--- src/rtl/alu_host_pkg.sv ---
// Shared definitions for the UART ALU host: operation encoding, opcode bytes,
// framing constants and the TX state encoding.
package alu_host_pkg;

    typedef enum logic [1:0] {
        ALU_ECHO = 2'd0,
        ALU_ADD  = 2'd1,
        ALU_MUL  = 2'd2,
        ALU_DIV  = 2'd3
    } alu_op_t;

    localparam logic [7:0] OP_ECHO = 8'hEC;
    localparam logic [7:0] OP_ADD  = 8'hAD;
    localparam logic [7:0] OP_MUL  = 8'hAF;
    localparam logic [7:0] OP_DIV  = 8'hF6;

    localparam int HDR_BYTES  = 4;
    localparam int WORD_BYTES = 4;

    typedef enum logic [2:0] {
        ST_IDLE = 3'd0,
        ST_HDR  = 3'd1,
        ST_LOAD = 3'd2,
        ST_DATA = 3'd3,
        ST_WAIT = 3'd4
    } tx_state_t;

    // First byte of every packet.
    function automatic logic [7:0] op_byte(alu_op_t op);
        case (op)
            ALU_ECHO: op_byte = OP_ECHO;
            ALU_ADD:  op_byte = OP_ADD;
            ALU_MUL:  op_byte = OP_MUL;
            default:  op_byte = OP_DIV;
        endcase
    endfunction

endpackage

--- src/rtl/alu_host_rx_assembler.sv ---
// Reply side of the ALU host: packs RX bytes little-endian into 32-bit words,
// tracks how many reply bytes are still expected, flags the final word and
// backpressures the UART while a finished word is waiting to be taken.
// Optional port 'outstanding' exists only with ALU_HOST_TIMEOUT_EN defined.
module alu_host_rx_assembler
    import alu_host_pkg::*;
#(
    parameter int COUNT_W = 8
) (
    input  logic               clk,
    input  logic               rst_n,
    input  logic               start,
    input  logic               clear,
    input  alu_op_t            op,
    input  logic [COUNT_W-1:0] count,
    input  logic [7:0]         rx_data,
    input  logic               rx_valid,
    output logic               rx_ready,
    output logic               res_valid,
    input  logic               res_ready,
    output logic [31:0]        res_data,
    output logic               res_last,
    output logic               done
`ifdef ALU_HOST_TIMEOUT_EN
    ,
    output logic               outstanding
`endif
);

    localparam int REM_W = COUNT_W + 2;

    logic [REM_W-1:0] remaining;
    logic [1:0]       byte_k;
    logic [23:0]      partial;
    logic             done_flag;
    logic             take;
    logic             hand;

    // A held word blocks the UART; a byte may still enter in the cycle the word leaves.
    assign rx_ready = !res_valid || res_ready;
    // Bytes with nothing outstanding (idle, or surplus) are consumed and dropped.
    assign take     = rx_valid && rx_ready && (remaining != '0);
    assign hand     = res_valid && res_ready;
    // The last word may be handed off before TX reaches WAIT, so remember it.
    assign done     = done_flag || (hand && res_last);

`ifdef ALU_HOST_TIMEOUT_EN
    assign outstanding = (remaining != '0);
`endif

    // Byte packing, remaining-reply counter and result word hand-off.
    always_ff @(posedge clk or negedge rst_n) begin
        if (!rst_n) begin
            remaining <= '0;
            byte_k    <= '0;
            partial   <= '0;
            done_flag <= 1'b0;
            res_valid <= 1'b0;
            res_data  <= '0;
            res_last  <= 1'b0;
        end else if (clear) begin
            remaining <= '0;
            byte_k    <= '0;
            partial   <= '0;
            done_flag <= 1'b0;
            res_valid <= 1'b0;
            res_last  <= 1'b0;
        end else begin
            if (start) begin
                remaining <= (op == ALU_ECHO) ? {count, 2'b00} : REM_W'(WORD_BYTES);
                byte_k    <= '0;
                done_flag <= 1'b0;
            end
            if (hand) begin
                res_valid <= 1'b0;
                res_last  <= 1'b0;
                if (res_last) begin
                    done_flag <= 1'b1;
                end
            end
            if (take) begin
                remaining <= remaining - 1'b1;
                byte_k    <= byte_k + 2'd1;
                case (byte_k)
                    2'd0: partial[7:0]   <= rx_data;
                    2'd1: partial[15:8]  <= rx_data;
                    2'd2: partial[23:16] <= rx_data;
                    default: begin
                        res_valid <= 1'b1;
                        res_data  <= {rx_data, partial};
                        res_last  <= (remaining == REM_W'(1));
                    end
                endcase
            end
        end
    end

endmodule

--- src/rtl/alu_host.sv ---
// Host-side initiator for the UART ALU protocol. Frames a command as
// opcode, 0x00, LEN[7:0], LEN[15:8], then payload words LSB first, and
// returns the device reply as 32-bit words through alu_host_rx_assembler.
// Optional reply timeout: define ALU_HOST_TIMEOUT_EN.
module alu_host
    import alu_host_pkg::*;
#(
    parameter int COUNT_W        = 8,
    parameter int TIMEOUT_CYCLES = 1000000
) (
    input  logic               clk_i,
    input  logic               rst_ni,
    input  logic               cmd_valid_i,
    output logic               cmd_ready_o,
    input  logic [1:0]         cmd_op_i,
    input  logic [COUNT_W-1:0] cmd_count_i,
    input  logic               opnd_valid_i,
    output logic               opnd_ready_o,
    input  logic [31:0]        opnd_data_i,
    output logic [7:0]         tx_data_o,
    output logic               tx_valid_o,
    input  logic               tx_ready_i,
    input  logic [7:0]         rx_data_i,
    input  logic               rx_valid_i,
    output logic               rx_ready_o,
    output logic               res_valid_o,
    input  logic               res_ready_i,
    output logic [31:0]        res_data_o,
    output logic               res_last_o,
    output logic               busy_o,
    output logic               error_o,
    output logic               timeout_o
);

    localparam logic [1:0] HDR_LAST  = 2'(HDR_BYTES - 1);
    localparam logic [1:0] WORD_LAST = 2'(WORD_BYTES - 1);

    tx_state_t          state;
    tx_state_t          state_next;
    logic [1:0]         byte_idx;
    logic [COUNT_W-1:0] words_left;
    logic [31:0]        shreg;
    logic [15:0]        len;
    logic [7:0]         hdr_next;
    logic               cmd_acc;
    logic               start;
    logic               tx_hs;
    logic               rx_done;
    logic               timeout_hit;

    assign cmd_acc = cmd_valid_i && cmd_ready_o;
    assign start   = cmd_acc && (cmd_count_i != '0);
    assign tx_hs   = tx_valid_o && tx_ready_i;
    // words_left still holds the full count while the header is going out.
    assign len     = 16'(HDR_BYTES) + 16'(words_left) * 16'(WORD_BYTES);

    // Header byte that follows the one currently on the TX port.
    always_comb begin
        hdr_next = 8'h00;
        case (byte_idx)
            2'd1:    hdr_next = len[7:0];
            2'd2:    hdr_next = len[15:8];
            default: hdr_next = 8'h00;
        endcase
    end

    // TX state register.
    always_ff @(posedge clk_i or negedge rst_ni) begin
        if (!rst_ni) begin
            state <= ST_IDLE;
        end else begin
            state <= state_next;
        end
    end

    // TX next-state logic.
    always_comb begin
        state_next = state;
        case (state)
            ST_IDLE: if (start) state_next = ST_HDR;
            ST_HDR:  if (tx_hs && byte_idx == HDR_LAST) state_next = ST_LOAD;
            ST_LOAD: if (opnd_valid_i) state_next = ST_DATA;
            ST_DATA: begin
                if (tx_hs && byte_idx == WORD_LAST) begin
                    state_next = (words_left == COUNT_W'(1)) ? ST_WAIT : ST_LOAD;
                end
            end
            ST_WAIT: if (rx_done || timeout_hit) state_next = ST_IDLE;
            default: state_next = ST_IDLE;
        endcase
    end

    // Handshake outputs decoded from the TX state.
    always_comb begin
        cmd_ready_o  = 1'b0;
        opnd_ready_o = 1'b0;
        case (state)
            ST_IDLE: cmd_ready_o  = 1'b1;
            ST_LOAD: opnd_ready_o = 1'b1;
            default: ;
        endcase
    end

    // Byte serializer: tx_valid_o/tx_data_o only move on a handshake or a new load.
    always_ff @(posedge clk_i or negedge rst_ni) begin
        if (!rst_ni) begin
            tx_valid_o <= 1'b0;
            tx_data_o  <= '0;
            byte_idx   <= '0;
            words_left <= '0;
            shreg      <= '0;
            busy_o     <= 1'b0;
            error_o    <= 1'b0;
        end else begin
            error_o <= cmd_acc && (cmd_count_i == '0);
            case (state)
                ST_IDLE: begin
                    if (start) begin
                        words_left <= cmd_count_i;
                        byte_idx   <= '0;
                        tx_valid_o <= 1'b1;
                        tx_data_o  <= op_byte(alu_op_t'(cmd_op_i));
                        busy_o     <= 1'b1;
                    end
                end
                ST_HDR: begin
                    if (tx_hs) begin
                        if (byte_idx == HDR_LAST) begin
                            tx_valid_o <= 1'b0;
                            byte_idx   <= '0;
                        end else begin
                            byte_idx  <= byte_idx + 2'd1;
                            tx_data_o <= hdr_next;
                        end
                    end
                end
                ST_LOAD: begin
                    if (opnd_valid_i) begin
                        shreg      <= opnd_data_i;
                        tx_data_o  <= opnd_data_i[7:0];
                        tx_valid_o <= 1'b1;
                        byte_idx   <= '0;
                    end
                end
                ST_DATA: begin
                    if (tx_hs) begin
                        if (byte_idx == WORD_LAST) begin
                            tx_valid_o <= 1'b0;
                            byte_idx   <= '0;
                            words_left <= words_left - 1'b1;
                        end else begin
                            byte_idx  <= byte_idx + 2'd1;
                            shreg     <= shreg >> 8;
                            tx_data_o <= shreg[15:8];
                        end
                    end
                end
                ST_WAIT: begin
                    if (rx_done || timeout_hit) begin
                        busy_o <= 1'b0;
                    end
                end
                default: ;
            endcase
        end
    end

`ifdef ALU_HOST_TIMEOUT_EN
    logic [31:0] tmo_cnt;
    logic        outstanding;
    logic        rx_byte_acc;

    assign rx_byte_acc = rx_valid_i && rx_ready_o;
    assign timeout_hit = (state == ST_WAIT) && outstanding &&
                         (tmo_cnt == 32'(TIMEOUT_CYCLES - 1));

    // Reply watchdog: runs only in WAIT with bytes outstanding, restarts on every RX byte.
    always_ff @(posedge clk_i or negedge rst_ni) begin
        if (!rst_ni) begin
            tmo_cnt   <= '0;
            timeout_o <= 1'b0;
        end else begin
            timeout_o <= timeout_hit;
            if (state != ST_WAIT || rx_byte_acc || timeout_hit) begin
                tmo_cnt <= '0;
            end else if (outstanding) begin
                tmo_cnt <= tmo_cnt + 32'd1;
            end
        end
    end
`else
    assign timeout_hit = 1'b0;
    // No watchdog in this build; false for every legal TIMEOUT_CYCLES.
    assign timeout_o   = (TIMEOUT_CYCLES < 0);
`endif

    alu_host_rx_assembler #(
        .COUNT_W (COUNT_W)
    ) u_rx (
        .clk         (clk_i),
        .rst_n       (rst_ni),
        .start       (start),
        .clear       (timeout_hit),
        .op          (alu_op_t'(cmd_op_i)),
        .count       (cmd_count_i),
        .rx_data     (rx_data_i),
        .rx_valid    (rx_valid_i),
        .rx_ready    (rx_ready_o),
        .res_valid   (res_valid_o),
        .res_ready   (res_ready_i),
        .res_data    (res_data_o),
        .res_last    (res_last_o),
        .done        (rx_done)
`ifdef ALU_HOST_TIMEOUT_EN
        ,
        .outstanding (outstanding)
`endif
    );

endmodule

--- config.mk ---
export PLATFORM = sky130hd
export DESIGN_NAME = alu_host
export DESIGN_NICKNAME = d
export VERILOG_FILES = /design/src/rtl/alu_host_pkg.sv /design/src/rtl/alu_host_rx_assembler.sv /design/src/rtl/alu_host.sv
export SDC_FILE = /design/constraint.sdc
export NUM_CORES = 1
export LEC_CHECK = 0
export CAP_MARGIN = 25
export CELL_PAD_IN_SITES_DETAIL_PLACEMENT = 0
export CELL_PAD_IN_SITES_GLOBAL_PLACEMENT = 1
export CORE_MARGIN = 2
export CORE_UTILIZATION = 45
export DETAILED_ROUTE_END_ITERATION = 7
export PLACE_DENSITY_LB_ADDON = 0.3
export SYNTH_ARGS = -nofsm -noshare
export SYNTH_HDL_FRONTEND = slang
export SYNTH_SLANG_ARGS = --single-unit
--- constraint.sdc ---
create_clock -name clk_i -period 4.9 [get_ports clk_i]
set_input_delay 0.735 -clock clk_i [delete_from_list [all_inputs] [get_ports clk_i]]
set_output_delay 0.735 -clock clk_i [all_outputs]
set_load 0.005 [all_outputs]
==> impl_metrics.json, run 1 <==
{
  "status": "finished clean",
  "hold_class": "input port to asynchronous set/reset pin",
  "dr.max_layer_used": "met4",
  "grt_pass1_vias": 4474,
  "cts_tree": "yes",
  "maxCapViolCount": 0,
  "fmax_mhz": 348,
  "num_vias": 4616,
  "period_share": 0.586,
  "comb_power_share": 0.384,
  "cts-hold-fix-buffers": 0,
  "grt_max_degree": 89,
  "dr_wl_met2_um": 6900,
  "cts_buffer_depth": 2,
  "nFillCells": 1117,
  "grt_pass1_wl_um": 23400,
  "routed_wl_um": 14300,
  "synth_cells": 546,
  "fin_setup_tns_ps": 0,
  "clk_pin_slew_ps": 60,
  "path_class": "register to output pin",
  "pin_count": 106,
  "route.met3.wl_um": 618,
  "post_cts_buffers": 0,
  "yosys-top-cells-count": "119 x dfrtp_1, 46 x nand2_1, 37 x nor2_1, 29 x mux2_2, 28 x mux2_4",
  "hpwl_um": 10200,
  "finalCriticalPeriod_ps": 2870,
  "fp.dieH_um": 120,
  "multi_input_comb_area_mm2": 0.00278,
  "grtUsageTotal": 0.208,
  "fin_cells": 831,
  "syn_area_per_cell_um2": 11.0,
  "synth.distinct_cells": 70,
  "synth_top_area_frac": 0.494,
  "synth_fp_nets": 619,
  "synth_area_leaders": "dfrtp_1 49%, mux2_4 7.0%, mux2_2 5.4%, ha_1 3.3%, nand2_1 2.9%",
  "synth_area_mm2": 0.00602,
  "cpPeakStageDelay_ps": 750,
  "swShare": 0.346,
  "syn_to_final_growth_pct": 27.8,
  "async_flop_share": 1.00,
  "ys_seq_area_frac": 0.494,
  "clock-sinks": 119,
  "path_max_fanout": 22,
  "finalHoldViolations": 0,
  "crit_required_ps": 4160,
  "clk_latency_ps": 420,
  "rows": 42,
  "ys_ff_latch": 119,
  "power.share.clock": 0.236,
  "synth.largest_area_cell": "dfrtp_1",
  "synth_edf_count": 0,
  "drv_slew": 0,
  "port_buffers": 104,
  "critical-path-slowest-cell": "dfrtp_1",
  "die_x_um": 120,
  "drive_above_1_share": 0.166,
  "finalSetupViolCount": 0,
  "maxSlewHeadroom": 0.441,
  "yosysMostFrequentCell": "dfrtp_1",
  "antenna_found_initial": 0,
  "drt-met1-wl_um": 6540,
  "ctsResizeCount": 0,
  "numCtsBuffers": 17,
  "p_per_area_mw_per_mm2": 630,
  "remaining_drc_errors": 0,
  "ir_drop_mv": 0.239,
  "viasPerCell": 5.55,
  "rsz0062_at_grt": "false",
  "power_switching_uw": 1680,
  "regArea_mm2": 0.00298,
  "antennaDiodeCount": 0,
  "worstMarginPinSlew_ps": 838,
  "core_mm2": 0.0131,
  "ant_nets": 0,
  "dieArea_mm2": 0.0143,
  "overflow": 0,
  "fin_nets": 715,
  "cp.arrival_ps": 2140,
  "ys.flop_type": "dfrtp_1",
  "drtPass1Iterations": 5,
  "sequentialPowerShare": 0.381,
  "gp_congestion": 0.862,
  "design_area_mm2": 0.00770,
  "fin_skew_ps": 7.86,
  "path_cells": "nand2b_1, nor2_1, clkdlybuf4s50_1",
  "end_kind": "output pin",
  "start_util": 0.458,
  "p_int_uw": 3170,
  "critPathLaunchType": "register",
  "drt-initial-drc-count": 326,
  "placed_cell_area_mm2": 0.00712,
  "wl_per_cell_um": 17.3,
  "p_leak_uw": 0.00336,
  "htree_levels": 4,
  "dp_cells": 797,
  "root_buffer": "clkbuf_16",
  "ys.warnings.count": 0
}
==> through the flow <==
| step | worst slack, ps | total power [µW] | hold WS (ps) | utilization |
|---|---|---|---|---|
| after detailed placement | 1750 | 3710 | 490 | 0.542 |
| after CTS | 2050 | 4880 | 503 | 0.584 |
| after global routing | 1880 | 5160 | 173 | 0.586 |
| after floorplan | 2560 | 2990 | 439 | - |
| after global placement | 1810 | 3640 | 476 | 0.541 |
| final | 2030 | 4850 | 181 | 0.586 |
==> worst max-delay path, delay by kind of cell, from the launching register on <==
kind	cells	cell delay, ps
DFF	1	750
buffers and inverters	1	510
and+or+nand+nor	2	460
==> power by group through the flow <==
| stage | Sequential [µW] | Combinational (µW) | Clock [µW] |
|---|---|---|---|
| floorplan | 1720 | 1270 | 0 |
| global placement | 1840 | 1800 | 0 |
| detailed placement | 1860 | 1850 | 0 |
| CTS | 1840 | 1870 | 1160 |
| global route | 1910 | 2050 | 1210 |
| finish | 1850 | 1860 | 1140 |
==> area by class of cell <==
type,count,area share
sequential,119,0.387
multi-input combinational,376,0.361
timing repair buffer,111,0.144
clock buffer,17,0.0553
tap,176,0.0286
clock inverter,15,0.0158
inverter,17,0.00829
==> registers in the layout, summed over array words and instances (netlist names) <==
signal / flops
error_o: 1
u_rx.res_data: 32
u_rx.partial: 24
u_rx.done_flag: 1
words_left: 8
tx_valid_o: 1
shreg: 24
u_rx.byte_k: 2
tx_data_o: 8
u_rx.res_last: 1
u_rx.res_valid: 1
u_rx.remaining: 10
busy_o: 1
byte_idx: 2
state: 3
==> logic make-up after synthesis <==
| family | synth area share |
|---|---|
| muxes | 0.129 |
| AOI/OAI and AO/OA | 0.138 |
| and+or+nand+nor | 0.156 |
| other | 0.000623 |
| buffers and inverters | 0.0451 |
| adders and majority gates | 0.0332 |
| xor gates and xnor gates | 0.00436 |
| DFF | 0.494 |
==> worst paths after layout <==
kind	cells after the start	endpoint	startpoint	slack, ps
worst max-delay path	3	opnd_ready_o	state[1]	2030
worst min-delay path	1	u_rx.res_data[7]	rst_ni	180
worst max register to register	6	u_rx.res_data[31]	u_rx.remaining[0]	2040
worst min register to register	1	shreg[31]	shreg[31]	500
max in group asynchronous	3	u_rx.res_last	rst_ni	3640
min in group clk_i	1	shreg[31]	shreg[31]	500
==> layout by cell type (no fill, tap or decap), drive strengths merged, types with 6 or more instances in the layout <==
cell / instances
buf: 7
a22o: 9
a21oi: 12
o22ai: 7
o21ai: 13
mux2: 57
nand2: 50
clkdlybuf4s50: 103
clkinv: 6
o31ai: 6
a31oi: 23
ha: 16
clkbuf: 18
dfrtp: 119
o2bb2ai: 7
nand4: 8
inv: 23
nand3: 24
nor3: 13
nor2: 37
nor4: 8
nand2b: 10
==> metal layers <==
layer	vias to the layer above	GRT usage
met2	125	0.334
li1	2214	-
met4	0	0.0779
met1	2253	0.282
met3	24	0.0404
met5	-	0
(Power assumes the default switching activity.)
==> run 2, diff against run 1 <==
- CORE_UTILIZATION: 45 -> 38
- clock period: 4.9 -> 2.4 ns (I/O delays scaled with it)
==> impl_metrics.json, run 2 (synthesis gave the netlist of run 1 again) <==
{
  "status": "finished clean",
  "finalCriticalPeriod_ps": 2260,
  "drv_slew": 0,
  "post-place-ws_ps": -40.2,
  "placed_cell_area_mm2": 0.00754,
  "critPathBufInv": 2,
  "fp.dieH_um": 130,
  "die_x_um": 130,
  "grtUsageTotal": 0.191,
  "pin_count": 106,
  "r2r-start": "u_rx.remaining[0]",
  "antenna_found_initial": 0,
  "finalSetupViolCount": 0,
  "crit_family": "buffers and inverters",
  "port_buffers": 104,
  "fin_skew_ps": 10.6,
  "end_kind": "output pin",
  "design_area_mm2": 0.00817,
  "path_max_fanout": 8,
  "clock-sinks": 119,
  "drt-initial-drc-count": 226,
  "p_per_area_mw_per_mm2": 1280,
  "fmax_mhz": 442,
  "cts_tree": "yes",
  "rsz0062_at_grt": "false",
  "reg2reg_depth": 6,
  "gp_congestion": 0.841,
  "grtUsageMet2": 0.313,
  "path_cells": "buf_4, nand2b_1, nor2_1, clkdlybuf4s50_1",
  "largest_register_ffs": 32,
  "period_share": 0.942,
  "p_leak_uw": 0.00361,
  "drive_above_1_share": 0.218,
  "met1_usage": 0.251,
  "rrSetupSlack_ps": 190,
  "grt_pass1_wl_um": 24900,
  "cts_buffer_depth": 2,
  "remaining_drc_errors": 0,
  "grt_pass1_vias": 4865,
  "finalHoldViolations": 0,
  "syn_to_final_growth_pct": 35.6,
  "clk_latency_ps": 420,
  "hpwl_um": 11100,
  "critical-path-slowest-cell": "clkdlybuf4s50_1",
  "grt_max_degree": 51,
  "clk_pin_slew_ps": 60,
  "routed_wl_um": 15100,
  "cpPeakStageDelay_ps": 530,
  "root_buffer": "clkbuf_16",
  "final_cell_mix": "119 x dfrtp_1, 103 x clkdlybuf4s50_1, 47 x buf_4, 46 x nand2_1, 37 x nor2_1",
  "grt_use_met3": 0.0390,
  "hold_class": "input port to asynchronous set/reset pin",
  "viasPerCell": 5.21,
  "cp.arrival_ps": 1900,
  "timing.final.ws_setup_ps": 139,
  "ir_drop_mv": 0.714,
  "maxCapViolCount": 0,
  "worstMarginPinSlew_ps": 579,
  "ant_nets": 0,
  "path_class": "register to output pin",
  "numCtsBuffers": 17,
  "wl_per_cell_um": 16.6,
  "reg_top3": "u_rx.res_data: 32 flops, shreg: 24 flops, u_rx.partial: 24 flops",
  "fin_setup_tns_ps": 0,
  "nFillCells": 1366,
  "start_util": 0.383,
  "maxSlewHeadroom": 0.611,
  "drtPass1Iterations": 7,
  "htree_levels": 4,
  "core_mm2": 0.0157,
  "crit_path_start": "state[2]",
  "grt-busiest-layer": "met2",
  "critPathLaunchType": "register",
  "crit_required_ps": 2040,
  "num_vias": 4764,
  "final_common_cell": "dfrtp_1",
  "dieArea_mm2": 0.0169,
  "rows": 46,
  "r2r_end": "u_rx.partial[23]",
  "fin_nets": 759,
  "overflow": 0,
  "regMostFlops": "u_rx.res_data",
  "antennaDiodeCount": 0
}
-- run 2: changes by cell type in the layout (fill, tap and decap cells not counted), sizes merged --
cell / change
clkbuf: +1
inv: -2
buf: +44
clkinvlp: -2
bufinv: +2
dlygate4sd3: +1
clkinv: -1
-- run 2: what timing repair did --
item,4_1_cts,5_1_grt
resized for setup,2,2
buffers inserted,0,0
hold endpoints to repair,27,0
pin swaps,0,1
setup endpoints to repair,49,3
hold buffers,1,0
-- run 2: routing by layer --
layer,share of wire,up-vias
met5,0,-
met4,0.019,0
met3,0.046,28
met2,0.47,145
met1,0.46,2311
li1,-,2280
-- run 2: final cells by class --
cell class / instances / area (µm²) / share of cell area
sequential: 119 / 2980 / 0.365
clock inverter: 12 / 143 / 0.0175
inverter: 17 / 63.8 / 0.00781
timing repair buffer: 155 / 1470 / 0.179
clock buffer: 19 / 453 / 0.0555
tap: 216 / 270 / 0.0331
multi-input combinational: 376 / 2790 / 0.342
-- run 2: stage by stage --
stage	cells	util	hold slack (ps)	power, µW
final	914	0.520	418	10400
after global routing	914	0.520	441	11100
after CTS	914	0.519	419	10500
after detailed placement	882	0.480	319	7880
after global placement	882	0.480	314	7730
after floorplan	546	-	64.4	6100
-- run 2: power by group --
part	switching (µW)	internal [µW]
logic	1780	2380
clock network	978	1590
registers	710	2980
-- run 2: worst register-to-register path: stages (launching register included) --
cell     delay, ps
dfrtp_1        370
inv_1           80
ha_1           130
or4b_4         460
o311a_4        440
nand2_2        240
mux2_2         370
-- run 2: worst max path at each step --
stage | to | slack (ps) | cells after the start
floorplan | u_rx.res_data[10] | 60 | 8
global placement | u_rx.remaining[7] | 6 | 7
detailed placement | u_rx.remaining[7] | -40 | 7
CTS | u_rx.remaining[7] | 60 | 7
global route | opnd_ready_o | 50 | 4
finish | opnd_ready_o | 140 | 4
==> run 3, diff against run 2 <==
- GPL_ROUTABILITY_DRIVEN: unset -> 1
- PLACE_DENSITY: unset -> 0.74
- PLACE_DENSITY_LB_ADDON: 0.3 -> unset
==> impl_metrics.json, run 3 (synthesis gave the netlist of run 1 again) <==
{
  "drv_slew": 0,
  "period_share": 0.964,
  "fmax_mhz": 432,
  "clock-sinks": 119,
  "dp_cells": 876,
  "post_cts_buffers": 0,
  "die_x_um": 130,
  "grtUsageTotal": 0.183,
  "timing.final.ws_setup_ps": 85.7,
  "drt-initial-drc-count": 274,
  "root_buffer": "clkbuf_16",
  "cp.arrival_ps": 2610,
  "status": "finished clean",
  "hpwl_um": 10700,
  "post-place-ws_ps": -8.29,
  "regArea_mm2": 0.00298,
  "placed_cell_area_mm2": 0.00751,
  "finalSetupViolCount": 0,
  "clk_latency_ps": 420,
  "fp.dieH_um": 130,
  "worstMarginPinSlew_ps": 646,
  "critPathLaunchType": "register",
  "num_vias": 4686,
  "cts_buffer_depth": 2,
  "whs_ps": 7.35,
  "fin_nets": 752,
  "wl_per_cell_um": 16.1,
  "drive_above_1_share": 0.210,
  "htree_levels": 4,
  "crit_required_ps": 2700,
  "p_per_area_mw_per_mm2": 1270,
  "rsz0062_at_grt": "false",
  "pin_count": 106,
  "reg2reg_depth": 7,
  "gp_congestion": 0.859,
  "maxSlewHeadroom": 0.569,
  "hold_class": "input port to asynchronous set/reset pin",
  "finalHoldViolations": 0,
  "final_cell_mix": "119 x dfrtp_1, 103 x clkdlybuf4s50_1, 46 x nand2_1, 41 x buf_4, 37 x nor2_1",
  "nFillCells": 1379,
  "p_leak_uw": 0.00356,
  "port_buffers": 104,
  "fin_cells": 907,
  "rrSetupSlack_ps": 90,
  "crit_path_start": "u_rx.remaining[0]",
  "ir_drop_mv": 0.588,
  "drtPass1Iterations": 5,
  "critical-path-slowest-cell": "or4b_2",
  "path_cells": "inv_1, ha_1, or4b_2, o311a_4, nand2_8, buf_12, mux2_4",
  "maxCapViolCount": 0,
  "final_common_cell": "dfrtp_1",
  "clk_pin_slew_ps": 60,
  "largest_register_ffs": 32,
  "antennaDiodeCount": 0,
  "cpPeakStageDelay_ps": 610,
  "core_mm2": 0.0157,
  "regMostFlops": "u_rx.res_data",
  "remaining_drc_errors": 0,
  "end_kind": "register",
  "r2r_end": "u_rx.res_data[8]",
  "path_class": "register to register",
  "crit_family": "simple AND/OR/NAND/NOR gates",
  "fin_skew_ps": 8.44,
  "cp_num_cells": 7,
  "r2r-start": "u_rx.remaining[0]",
  "start_util": 0.383,
  "overflow": 0,
  "routed_wl_um": 14600,
  "antenna_found_initial": 0,
  "syn_to_final_growth_pct": 34.5,
  "cts_tree": "yes",
  "rows": 46,
  "cts-hold-fix-buffers": 0,
  "numCtsBuffers": 17,
  "viasPerCell": 5.17,
  "grt_max_degree": 120,
  "grt_pass1_wl_um": 24100,
  "dieArea_mm2": 0.0169,
  "design_area_mm2": 0.00810,
  "critPathBufInv": 2,
  "reg_top3": "u_rx.res_data: 32 flops, shreg: 24 flops, u_rx.partial: 24 flops",
  "finalCriticalPeriod_ps": 2310,
  "path_max_fanout": 14,
  "multi_input_comb_area_mm2": 0.00279,
  "ant_nets": 0,
  "finalPower_uw": 10300,
  "grt_pass1_vias": 4670
}
[run 3: changes by cell type in the layout (fill, tap and decap cells not counted), sizes merged]
cell | previous run | this run
dlygate4sd3 | 1 | 0
clkinvlp | 1 | 3
clkinv | 5 | 3
buf | 51 | 45
[run 3: what timing repair did]
| item | in CTS | in global routing |
|---|---|---|
| gates cloned | 0 | 0 |
| endpoints found under the hold margin | 0 | 0 |
| gates resized for setup | 1 | 2 |
| setup endpoints to repair | 16 | 57 |
[run 3: layout make-up]
| cell class | instances | share of cell area |
|---|---|---|
| Sequential cell | 119 | 0.368 |
| Multi-Input combinational cell | 376 | 0.345 |
| Timing Repair Buffer | 148 | 0.175 |
| Clock buffer | 19 | 0.0535 |
| Tap cell | 216 | 0.0334 |
| Clock inverter | 12 | 0.0178 |
| Inverter | 17 | 0.00788 |
[run 3: power breakdown]
part	total (µW)	internal (µW)	switching [µW]
logic	4110	2360	1750
clock network	2490	1540	954
registers	3690	2980	715
total	10300	6870	3420
[run 3: routing by layer]
| layer | GRT usage | share of wire | vias to the layer above |
|---|---|---|---|
| li1 | - | - | 2273 |
| met1 | 0.240 | 0.46 | 2272 |
| met2 | 0.303 | 0.47 | 123 |
| met3 | 0.0402 | 0.046 | 18 |
| met4 | 0.0607 | 0.016 | 0 |
| met5 | 0 | 0 | - |
[run 3: worst max path at each step]
stage	slack, ps	end
2_1_floorplan	60	u_rx.res_data[10]
3_3_place_gp	30	u_rx.remaining[7]
3_5_place_dp	-8	u_rx.res_data[8]
4_1_cts	10	u_rx.res_data[8]
5_1_grt	6	u_rx.remaining[7]
6_report	90	u_rx.res_data[8]
[run 3: worst register-to-register path, stage by stage (launching register included)]
cell,delay (ps)
dfrtp_1,380
inv_1,80
ha_1,130
or4b_2,610
o311a_4,390
nand2_8,130
buf_12,170
mux2_4,310
[run 3: through the flow]
step	utilization	TNS [ps]
6_report	0.515	0
5_1_grt	0.515	0
4_1_cts	0.515	0
3_5_place_dp	0.478	-14.3
3_3_place_gp	0.478	0
2_1_floorplan	-	0
